--- src/rtl/neopix_pkg.sv ---
// Shared definitions for the NeoPixel transmitter: state encoding, default
// 50 MHz timing constants and the byte width.
package neopix_pkg;

  localparam int unsigned BYTE_W = 8;

  localparam int unsigned T0H_CYC_DEF  = 20;
  localparam int unsigned T1H_CYC_DEF  = 40;
  localparam int unsigned TBIT_CYC_DEF = 63;
  localparam int unsigned TRST_CYC_DEF = 15000;

  localparam logic [2:0] ST_IDLE  = 3'd0;
  localparam logic [2:0] ST_LOAD  = 3'd1;
  localparam logic [2:0] ST_HIGH  = 3'd2;
  localparam logic [2:0] ST_LOW   = 3'd3;
  localparam logic [2:0] ST_LATCH = 3'd4;

  typedef enum logic [2:0] {
    S_IDLE  = ST_IDLE,
    S_LOAD  = ST_LOAD,
    S_HIGH  = ST_HIGH,
    S_LOW   = ST_LOW,
    S_LATCH = ST_LATCH
  } state_e;

  function automatic int unsigned max_u(input int unsigned a, input int unsigned b);
    return (a > b) ? a : b;
  endfunction

endpackage

--- src/rtl/neopix_byte_fifo.sv ---
// Single-clock byte FIFO; head word is visible on dout in the cycle it is popped.
// Writes while full and reads while empty are ignored.
module neopix_byte_fifo #(
  parameter int unsigned DEPTH = 64,
  parameter int unsigned W     = 8
) (
  input  logic                       clk,
  input  logic                       reset,
  input  logic                       wr_en,
  input  logic [W-1:0]               din,
  input  logic                       rd_en,
  output logic [W-1:0]               dout,
  output logic [$clog2(DEPTH):0]     level,
  output logic                       full,
  output logic                       empty
);

  localparam int unsigned AW = $clog2(DEPTH);

  logic [W-1:0]  mem [DEPTH];
  logic [AW-1:0] wr_ptr_q, rd_ptr_q;
  logic [AW:0]   level_q;
  logic          wr_ok, rd_ok;

  assign full  = (level_q == (AW+1)'(DEPTH));
  assign empty = (level_q == '0);
  assign wr_ok = wr_en & ~full;
  assign rd_ok = rd_en & ~empty;
  assign dout  = mem[rd_ptr_q];
  assign level = level_q;

  always_ff @(posedge clk) begin
    if (wr_ok) mem[wr_ptr_q] <= din;
  end

  // Pointers wrap naturally because DEPTH is a power of two.
  always_ff @(posedge clk) begin
    if (reset) begin
      wr_ptr_q <= '0;
      rd_ptr_q <= '0;
      level_q  <= '0;
    end else begin
      if (wr_ok) wr_ptr_q <= wr_ptr_q + AW'(1);
      if (rd_ok) rd_ptr_q <= rd_ptr_q + AW'(1);
      case ({wr_ok, rd_ok})
        2'b10:   level_q <= level_q + (AW+1)'(1);
        2'b01:   level_q <= level_q - (AW+1)'(1);
        default: level_q <= level_q;
      endcase
    end
  end

endmodule

--- src/rtl/neopix_tx.sv ---
// Buffers bytes and serialises them MSB first onto a WS2812 data line.
// Define NEOPIX_DOUT_INV_EN to drive the line inverted for an inverting level shifter.
module neopix_tx
  import neopix_pkg::*;
#(
  parameter int unsigned FIFO_DEPTH = 64,
  parameter int unsigned T0H_CYC    = T0H_CYC_DEF,
  parameter int unsigned T1H_CYC    = T1H_CYC_DEF,
  parameter int unsigned TBIT_CYC   = TBIT_CYC_DEF,
  parameter int unsigned TRST_CYC   = TRST_CYC_DEF
) (
  input  logic                          clk,
  input  logic                          reset,
  input  logic [BYTE_W-1:0]             in_data,
  input  logic                          in_valid,
  output logic                          dout,
  output logic                          busy,
  output logic [$clog2(FIFO_DEPTH):0]   fifo_level,
  output logic                          overflow
);

  localparam int unsigned CNT_W = $clog2(max_u(TBIT_CYC, TRST_CYC));

`ifdef NEOPIX_DOUT_INV_EN
  localparam logic DOUT_INV = 1'b1;
`else
  localparam logic DOUT_INV = 1'b0;
`endif

  state_e             state_q, state_d;
  logic [BYTE_W-1:0]  shift_q, shift_d;
  logic [2:0]         bit_idx_q, bit_idx_d;
  logic [CNT_W-1:0]   cnt_q, cnt_d;
  logic               dout_q, busy_q, ovf_q;

  logic               fifo_rd_c;
  logic [BYTE_W-1:0]  fifo_rdata;
  logic               fifo_full, fifo_empty;

  neopix_byte_fifo #(
    .DEPTH (FIFO_DEPTH),
    .W     (BYTE_W)
  ) u_fifo (
    .clk   (clk),
    .reset (reset),
    .wr_en (in_valid),
    .din   (in_data),
    .rd_en (fifo_rd_c),
    .dout  (fifo_rdata),
    .level (fifo_level),
    .full  (fifo_full),
    .empty (fifo_empty)
  );

  // Counter reload values are "cycles minus one" so the phase ends on zero.
  function automatic logic [CNT_W-1:0] high_load(input logic b);
    return b ? CNT_W'(T1H_CYC - 1) : CNT_W'(T0H_CYC - 1);
  endfunction

  function automatic logic [CNT_W-1:0] low_load(input logic b);
    return b ? CNT_W'(TBIT_CYC - T1H_CYC - 1) : CNT_W'(TBIT_CYC - T0H_CYC - 1);
  endfunction

  always_comb begin
    state_d   = state_q;
    shift_d   = shift_q;
    bit_idx_d = bit_idx_q;
    cnt_d     = cnt_q;
    fifo_rd_c = 1'b0;
    case (state_q)
      S_IDLE: begin
        if (!fifo_empty) state_d = S_LOAD;
      end
      S_LOAD: begin
        fifo_rd_c = 1'b1;
        shift_d   = fifo_rdata;
        bit_idx_d = 3'd7;
        cnt_d     = high_load(fifo_rdata[7]);
        state_d   = S_HIGH;
      end
      S_HIGH: begin
        if (cnt_q == '0) begin
          cnt_d   = low_load(shift_q[7]);
          state_d = S_LOW;
        end else begin
          cnt_d = cnt_q - CNT_W'(1);
        end
      end
      S_LOW: begin
        if (cnt_q != '0) begin
          cnt_d = cnt_q - CNT_W'(1);
        end else if (bit_idx_q != 3'd0) begin
          shift_d   = {shift_q[6:0], 1'b0};
          bit_idx_d = bit_idx_q - 3'd1;
          cnt_d     = high_load(shift_q[6]);
          state_d   = S_HIGH;
        end else if (!fifo_empty) begin
          // Chain straight into the next byte so the bit period stays constant.
          fifo_rd_c = 1'b1;
          shift_d   = fifo_rdata;
          bit_idx_d = 3'd7;
          cnt_d     = high_load(fifo_rdata[7]);
          state_d   = S_HIGH;
        end else begin
          cnt_d   = CNT_W'(TRST_CYC - 1);
          state_d = S_LATCH;
        end
      end
      S_LATCH: begin
        if (cnt_q == '0) state_d = S_IDLE;
        else             cnt_d   = cnt_q - CNT_W'(1);
      end
      default: state_d = S_IDLE;
    endcase
  end

  always_ff @(posedge clk) begin
    if (reset) begin
      state_q   <= S_IDLE;
      shift_q   <= '0;
      bit_idx_q <= '0;
      cnt_q     <= '0;
      dout_q    <= DOUT_INV;
      busy_q    <= 1'b0;
      ovf_q     <= 1'b0;
    end else begin
      state_q   <= state_d;
      shift_q   <= shift_d;
      bit_idx_q <= bit_idx_d;
      cnt_q     <= cnt_d;
      dout_q    <= DOUT_INV ^ (state_d == S_HIGH);
      busy_q    <= (state_d != S_IDLE);
      if (in_valid && fifo_full) ovf_q <= 1'b1;
    end
  end

  assign dout     = dout_q;
  assign busy     = busy_q;
  assign overflow = ovf_q;

endmodule

--- config.mk ---
export PLATFORM = sky130hd
export DESIGN_NAME = neopix_tx
export DESIGN_NICKNAME = d
export VERILOG_FILES = /design/src/rtl/neopix_pkg.sv /design/src/rtl/neopix_byte_fifo.sv /design/src/rtl/neopix_tx.sv
export SDC_FILE = /design/constraint.sdc
export NUM_CORES = 1
export LEC_CHECK = 0
export CELL_PAD_IN_SITES_DETAIL_PLACEMENT = 0
export CELL_PAD_IN_SITES_GLOBAL_PLACEMENT = 1
export CORE_ASPECT_RATIO = 0.8
export CORE_MARGIN = 3
export CORE_UTILIZATION = 25
export DETAILED_ROUTE_END_ITERATION = 10
export PLACE_DENSITY = 0.42
export SETUP_SLACK_MARGIN = 0.05
export SYNTH_ARGS = -nofsm -noshare
export SYNTH_HDL_FRONTEND = slang
export SYNTH_HIERARCHICAL = 1
export SYNTH_SLANG_ARGS = --single-unit
--- constraint.sdc ---
create_clock -name clk -period 8.06 [get_ports clk]
set_input_delay 2.418 -clock clk [delete_from_list [all_inputs] [get_ports clk]]
set_output_delay 2.418 -clock clk [all_outputs]
set_load 0.1 [all_outputs]
======== Yosys cells after proc, flatten, opt, wreduce, memory -nomap -nowiden ========
Memories as Yosys holds them, arrays and structs flattened. A register that Yosys moved wholly into a read port is not among the register bits.
Cells that the tools add are included.
word-level totals
  bits in registers ....................... 50
  bits in writable memories ............... 512
  input bits .............................. 11
  output and inout port bits .............. 10
  word-level logic and storage cells ...... 77
  memories kept ........................... 1
memories
  memory      words  bits a word  read ports  clocked after Yosys merged registers in  wr ports  line                    text
  u_fifo.mem  64     8            1           1                                        1         neopix_byte_fifo.sv:20  logic [W-1:0] mem [DEPTH];
operators by class
  add/sub/neg operators ................... 6
  eq/ne operators ......................... 11
  mux-type cells .......................... 33
  bitwise operators ....................... 4
  reduce and logical (&&, ||, !) cells .... 12
operators by type and width
  cell                                                 number
  2-to-1 mux 14 bit                                    5
  case mux 14 bit (4 select lines)                     1
  2-to-1 mux 6 bit                                     5
  2-to-1 mux 3 bit                                     9
  2-to-1 mux 8 bit                                     3
  case mux 8 bit (2 select lines)                      1
  case mux 3 bit (5 select lines)                      1
  zero test 14 bit                                     1
  case mux 7 bit (2 select lines)                      1
  nonzero test 14 bit                                  1
  subtractor 14 x 1 -> 14 bit, second input constant   1
  adder 6 x 1 -> 6 bit, second input constant          2
  equality test 3 x 2 -> 1 bit, second input constant  3
  adder 7 x 1 -> 7 bit, second input constant          1
  equality test 7 bit, second input constant           1
  zero test 7 bit                                      1
  subtractor 7 x 1 -> 7 bit, second input constant     1
  case mux 3 bit (2 select lines)                      1
  nonzero test 3 bit                                   2
  2-to-1 mux 1 bit                                     5
  != test 2 bit, second input constant                 2
  nonzero test 2 bit                                   2
  nonzero test 4 bit                                   1
  equality test 3 x 1 -> 1 bit, second input constant  1
  12 further kinds                                     14

======== Depth between registers and ports, before layout ========
Gate-level depths: netlist of run 1.
  depth in word-level cells ............... 8
  depth in mapped cells ................... 17
  mapped depth without buffers ............ 14

======== Cells and area by module ========
The synthesis of run 1 kept the hierarchy.
modules (own cells, without submodules)
  module            instances  cells an instance  area each (um^2)
  neopix_byte_fifo  1          1,061              21,136.5
  neopix_tx         1          231                1,841.8

======== Worst setup path after synthesis of run 1 ========
No wires, ideal clock.
  path kind ............................... input port to flip-flop
  start point ............................. input in_valid
  end point ............................... register u_fifo.level_q[4] (netlist: u_fifo/level[4])
  setup time .............................. 0.071 ns
  arrival time ............................ 4.574 ns
  required time ........................... 7.989 ns
  slack ................................... 3.416 ns
  cell stages on the path ................. 12
  path buffers ............................ 1
  cell sequence ........................... inv_1 -> a31oi_2 -> inv_1 -> ha_1 -> buf_2 -> xor2_1 -> ha_1 -> a21oi_1 -> a31o_2 -> a22oi_1 -> or3_1 -> a21oi_1
between the ends
  longest elaborated chain between the ends .. 3
  elaborated cells on any way between the ends .. 5
  those cells by class .................... 2 x eq/ne; 1 x mux; 1 x bitwise; 1 x reduce/logical
RTL lines
  element                                                                       line                    text
  from (decl)                                                                   neopix_tx.sv:15         input logic in_valid,
  bitwise AND 1 bit (*)                                                         neopix_byte_fifo.sv:27  assign wr_ok = wr_en & ~full;
  equality test 2 x 1 -> 1 bit / equality test 2 bit (equally long branches)    neopix_byte_fifo.sv:45  case ({wr_ok, rd_ok})
  case mux 7 bit (2 select lines) / nonzero test 2 bit (equally long branches)  -
  to (signal assigned)                                                          neopix_byte_fifo.sv:46  2'b10: level_q <= level_q + (AW+1)'(1);
  to (signal assigned)                                                          neopix_byte_fifo.sv:47  2'b01: level_q <= level_q - (AW+1)'(1);
  to (signal assigned)                                                          neopix_byte_fifo.sv:48  default: level_q <= level_q;
  to (decl)                                                                     neopix_byte_fifo.sv:22  logic [AW:0] level_q;
Every way passes the cells marked *; elsewhere a longest branch is shown, timed or not.
A chain may end at the register's enable or synchronous reset.

======== Worst setup path after layout of run 1 ========
  start point ............................. input in_valid
  end point ............................... memory u_fifo.mem[51][7], enable pin
between the ends
  longest elaborated chain between the ends .. 3
RTL lines
  element                                 line                    text
  bitwise AND 1 bit                       neopix_byte_fifo.sv:27
  2-to-1 mux 1 bit                        neopix_byte_fifo.sv:33  if (wr_ok) mem[wr_ptr_q] <= din;
  2-to-1 mux 1 bit (not written as such)  neopix_byte_fifo.sv:33
  to (decl)                               neopix_byte_fifo.sv:20
No other way between the ends.

==> reports/results.ini, run 1 <==
[pwr]
power_density_nw_per_um2=283
ir_drop_mv=0.155
leakage_nw=8.05

[route]
drc=0
dr_total_vias=12385
avgRoutedWirePerCell_um=25.8
drt_iter0_markers=1073
dr.pass1.iters=5
routed_wl_um=66700
viasPerCell=4.79
ant_nets=0

[placement]
place.gp.congestion=0.724
dpl-instance-area_sq_um=24500
portBuffers=20
dp_hpwl_um=40300

[global_route]
grt_overflow=0
grt_usage_pct=14.0
grt_max_degree=95
grt_pass1_vias=12457
grt_pass1_wl_um=96100
grt_antenna_before_repair=2

[logic_synthesis]
yosysUniqueCellTypes=68
synth_area_leaders=edfxtp_1 67%, mux4_2 13%, dfxtp_1 4.9%, nor2_1 2.0%, mux2i_1 1.4%
yosysTopAreaCellShare_pct=66.9
synthesis.area_sq_um=23000
synth_nets=1311
synth_warnings=6
syn_avg_cell_area_sq_um=17.8
async_flop_share_pct=0
yosysSeqAreaShare_pct=71.8
syn_inst=1292
yosys.area.top_type=edfxtp_1
synth-edff-count=512
synth_flop_cell=edfxtp_1
ys_seq_elements=568

[clock_tree]
htree_levels=3
cts_hold_buffers=0
post-cts-setup-buffer-count=0
cts-resized-gates=0
cts_tree=yes
cts_root_buf=clkbuf_16
clkLatencyLatePin_ps=610
cts_sinks=568
cts_buffer_depth=3
cts_buffers=66
path_clk_slew_ps=60

[timing]
fin_crit_sh_pct=61.7
setup_viol=0
hold_slack_ps=480
fin_skew_ps=27.2
drv_slew=0
tns_ps=0
min_period_ps=4970
max_slew_margin_pct=25.0
fmax_mhz=201
rsz0062_at_grt=false
worstMarginPinSlew_ps=1120
hold_viol_final=0

[die]
ios=21
fp.dieArea_sq_um=95600
start_util_pct=25.5
die_w_um=345
rows=98
dieHeight_um=277
core_sq_um=90200

[setup_path]
path_cells=clkdlybuf4s50_1 > inv_1 > nor3_1 > nand3_1 > nor2_1
cp.arrival_ps=5180
end_kind=flip-flop
crit_cells=5
crit_family=simple AND/OR/NAND/NOR gates
slowest_stage=nor2_1
critical_path_class=primary input to flip-flop
crit_fanout=8
critPathMaxStageDelay_ps=920
rr_worst_depth=14
crit_path_start_kind=primary input
required_ps=8270
cp.buffers_inverters=2

[cells_and_area]
finish.instance_area_sq_um=26600
nets=1354
final_core_util_pct=29.5
areaGrowthSynthToFinish_pct=15.9
diodes=0
drive_above_1_share_pct=20.1

[worst_hold_path]
hold_class=flip-flop to flip-flop
min_path_cells=2

[outcome]
status=completed

[flow_run]
drv_cap=0

[tightest hold or removal path, stage by stage, from the launching register on]
cell	delay, ps
dfxtp_1	320
o21ai_0	70
nand2_1	50
[synth_stat cells, types with 6 or more instances]
cell / n
edfxtp_1: 512
mux4_2: 128
nor2_1: 121
dfxtp_1: 56
a21oi_1: 36
nand2_1: 34
o21ai_0: 33
mux2i_1: 31
buf_2: 27
clkbuf_1: 24
nand3_1: 23
nor2b_1: 22
a22oi_1: 21
inv_1: 15
nor3_1: 15
and3_1: 12
xor2_1: 11
nand4_1: 10
nor3b_1: 10
nor4_1: 9
ha_1: 8
nand2b_1: 8
a221o_1: 7
buf_4: 7
mux2_2: 7
o31ai_1: 6
[through the flow]
| stage | setup slack [ps] | power (mW) | instances |
|---|---|---|---|
| after CTS | 3000 | 7.63 | 2586 |
| final | 3090 | 7.53 | 2586 |
| after floorplan | 3420 | 4.22 | 1292 |
| after detailed placement | 2340 | 4.62 | 2467 |
| after global routing | 2890 | 7.85 | 2586 |
| after global placement | 2380 | 4.63 | 2467 |
[cell usage in the layout (no fill, tap or decap), types with 5 or more instances in the layout]
master           instances
clkdlybuf4s50_1         11
a221o_1                  7
or3_1                    5
o21ai_0                 33
a2111oi_0                5
nor2_1                 121
mux4_2                 128
nand3_1                 23
edfxtp_1               512
and3_1                  12
buf_2                    6
ha_1                     8
clkbuf_16               67
nor4_1                   9
nor3_1                  15
clkinv_2                10
mux2i_1                 31
inv_1                   15
xnor2_1                  5
clkinv_1                 9
clkinv_8                 5
buf_4                   23
xor2_1                  11
clkbuf_1                16
bufinv_16                6
dfxtp_1                 52
nor2b_1                 22
a311oi_1                 5
o22ai_1                  5
nand2b_1                 8
o221ai_1                 5
mux2_2                   7
nor3b_1                 10
a22oi_1                 21
nand2_1                 34
o31ai_1                  6
nand4_1                 10
a21oi_1                 36
[kinds of logic after synthesis]
family,synth area share (%)
multiplexers,14.2
AO/OA/AOI/OAI,4.63
AND/OR/NAND/NOR,6.55
XOR/XNOR,0.610
adder cells (fa/ha/maj),0.436
flip-flops,71.8
buffers and inverters,1.75
[layout make-up]
class	count	area (sq um)
clock inverters	35	389
repair buffers	42	353
clock buffers	84	1750
flip-flops and latches	568	16500
multi-input cells	641	6080
well taps	1200	1500
inverters	16	60.1
fillers	8924	63600
[per-layer routing]
layer | part of all wire, % | global-route usage (%)
met4 | 1.8 | 3.02
met1 | 49 | 21.5
met3 | 5.7 | 3.42
met2 | 43 | 19.8
met5 | 0.023 | 0
[registers in the layout, summed over array words and instances, names as in the netlist, named ones only]
| register | count |
|---|---|
| overflow | 1 |
| dout | 1 |
| state_q | 3 |
| cnt_q | 14 |
| u_fifo/level | 7 |
| shift_q | 8 |
| u_fifo/rd_ptr_q | 6 |
| u_fifo/mem | 512 |
| u_fifo/wr_ptr_q | 6 |
| busy | 1 |
| bit_idx_q | 3 |
[power breakdown]
part	total (mW)	internal [mW]	switching (mW)
Clock	2.97	1.74	1.23
Sequential	3.37	3.27	0.101
Combinational	1.18	0.433	0.751
[path summary, 6_finish.rpt]
path / startpoint / end / slack, ps
max reg2reg: cnt_q[0] / u_fifo/level[4] / 3650
min: cnt_q[12] / cnt_q[12] / 480
max: in_valid / u_fifo/mem[51][7] / 3090
min reg2reg: cnt_q[12] / cnt_q[12] / 480
Power figures use the tool's default switching activity.
==> run 2, diff against run 1 <==
==> constraint.sdc (replaced) <==
create_clock -name clk -period 4.63 [get_ports clk]
set_input_delay 1.389 -clock clk [delete_from_list [all_inputs] [get_ports clk]]
set_output_delay 1.389 -clock clk [all_outputs]
set_load 0.1 [all_outputs]
==> run 2 against run 1 <==
Net effect: combinational power is 73% higher; register-to-register slack worse by 2800 ps; clock-buffer cell count grew 6; first-iteration DRC count fell by 5.2%; critical path depth decreased by 4; via count up 0.31%; die area unchanged; clock skew down 1.3 ps; cell area rose by 2.6%; power rose by 72%; non-clock buffer count grew 100; critical path type is now flip-flop to primary output; largest cell class unchanged.
==> reports/results.ini, run 2 (synthesized netlist as in run 1, its figures left out) <==
[outcome]
status=completed  ; unchanged

[route]
ant_nets=0  ; unchanged
routed_wl_um=64000  ; was 66700 um
drc=0  ; unchanged
dr.pass1.iters=5  ; unchanged
avgRoutedWirePerCell_um=23.8  ; was 25.8 um
drt_iter0_markers=1017  ; was 1073
viasPerCell=4.63  ; was 4.79
dr_total_vias=12424  ; was 12385

[global_route]
grt_antenna_before_repair=1  ; was 2
grt_usage_pct=13.5  ; was 14.0%
grt_pass1_wl_um=93600  ; was 96100 um
grt_overflow=0  ; unchanged
grt_max_degree=49  ; was 95
grt_pass1_vias=12588  ; was 12457

[setup_path]
crit_family=buffers and inverters  ; was simple AND/OR/NAND/NOR gates
path_cells=clkdlybuf4s50_1  ; was clkdlybuf4s50_1 > inv_1 > nor3_1 > nand3_1 > nor2_1
cp-startpoint=u_fifo/level[3]  ; was in_valid
critPathMaxStageDelay_ps=1230  ; was 920 ps
reg2reg_from=u_fifo/level[3]  ; was cnt_q[0]
cp.buffers_inverters=1  ; was 2
cp.arrival_ps=2420  ; was 5180 ps
required_ps=3240  ; was 8270 ps
end_kind=primary output  ; was flip-flop
crit_path_start_kind=flip-flop  ; was primary input
slowest_stage=clkdlybuf4s50_1  ; was nor2_1
critical_path_class=flip-flop to primary output  ; was primary input to flip-flop
crit_fanout=10  ; was 8

[clock_tree]
htree_levels=3  ; unchanged
path_clk_slew_ps=50  ; was 60 ps
cts_buffers=66  ; unchanged
cts_hold_buffers=0  ; unchanged
cts_sinks=568  ; unchanged
cts_buffer_depth=3  ; unchanged
cts_root_buf=clkbuf_16  ; unchanged
clkLatencyLatePin_ps=600  ; was 610 ps
cts-resized-gates=0  ; unchanged
post-cts-setup-buffer-count=0  ; unchanged
cts_tree=yes  ; unchanged

[timing]
tns_ps=0  ; unchanged
setup_viol=0  ; unchanged
drv_slew=0  ; unchanged
hold_slack_ps=473  ; was 480 ps
max_slew_margin_pct=32.1  ; was 25.0%
setup_slack_ps=818  ; was 3090 ps
fin_crit_sh_pct=82.3
fmax_mhz=262
rsz0062_at_grt=false  ; unchanged
hold_viol_final=0  ; unchanged
fin_skew_ps=26.0  ; was 27.2 ps
min_period_ps=3810
worstMarginPinSlew_ps=1020  ; was 1120 ps

[pwr]
power_density_nw_per_um2=474  ; was 283 nW/um^2
ir_drop_mv=0.227  ; was 0.155 mV
leakage_nw=8.56  ; was 8.05 nW
totalPowerFinal_mw=12.9  ; was 7.53 mW

[placement]
place.gp.congestion=0.758  ; was 0.724
dpl-instance-area_sq_um=25200  ; was 24500 sq um
portBuffers=20  ; unchanged
dp_hpwl_um=42000  ; was 40300 um
post-place-ws_ps=586  ; was 2340 ps
placed_cells=2567  ; was 2467

[cells_and_area]
areaGrowthSynthToFinish_pct=18.9  ; was 15.9%
reg.largest.list=u_fifo/mem (512), cnt_q (14), shift_q (8)  ; unchanged
multi_input_area_sq_um=6080  ; unchanged
drive_above_1_share_pct=25.3  ; was 20.1%
final_common_cell=edfxtp_1  ; unchanged
largest_reg_flops=512  ; unchanged
fin_cells=2686  ; was 2586
largest_register=u_fifo/mem  ; unchanged
final_cell_mix=512 x edfxtp_1, 128 x mux4_2, 121 x nor2_1, 121 x buf_4, 67 x clkbuf_16  ; was 512 x edfxtp_1, 128 x mux4_2, 121 x nor2_1
regArea_sq_um=16500  ; unchanged
finish.instance_area_sq_um=27300  ; was 26600 sq um
nets=1454  ; was 1354
final_core_util_pct=30.3  ; was 29.5%
diodes=0  ; unchanged
fill_cells=8911  ; was 8924

[worst_hold_path]
min_from=overflow  ; was cnt_q[12]
hold_class=flip-flop to flip-flop  ; unchanged

[die]
core_sq_um=90200  ; unchanged
ios=21  ; unchanged
start_util_pct=25.5  ; unchanged
die_w_um=345  ; unchanged
rows=98  ; unchanged
fp.dieArea_sq_um=95600  ; unchanged
dieHeight_um=277  ; unchanged

[flow_run]
drv_cap=0  ; unchanged

[run 2: cell type report]
type	instances	share of cell area, %
repair buffers	142	3.97
clock buffers	90	6.56
clock inverters	29	1.10
well taps	1200	5.49
multi-input cells	641	22.3
inverters	16	0.220
flip-flops and latches	568	60.4
[run 2: power breakdown]
group / leakage, nW / internal [mW] / switching [mW]
sequential: 5.06 / 5.69 / 0.184
clock: 1.01 / 2.96 / 2.08
combinational: 2.48 / 0.798 / 1.24
[run 2: path summary, 6_finish.rpt]
kind                          end  slack (ps)  depth (start not counted)
setup / recovery    fifo_level[3]         820                          1
hold reg to reg          overflow         470                          2
hold / removal           overflow         470                          2
setup reg to reg  u_fifo/level[4]         860                         14
[run 2: per-layer routing]
| metal | routed length, um | global-route usage [%] |
|---|---|---|
| met2 | 27900 | 19.5 |
| met3 | 2560 | 2.39 |
| met5 | 0 | 0 |
| met4 | 1300 | 3.47 |
| met1 | 32300 | 20.7 |
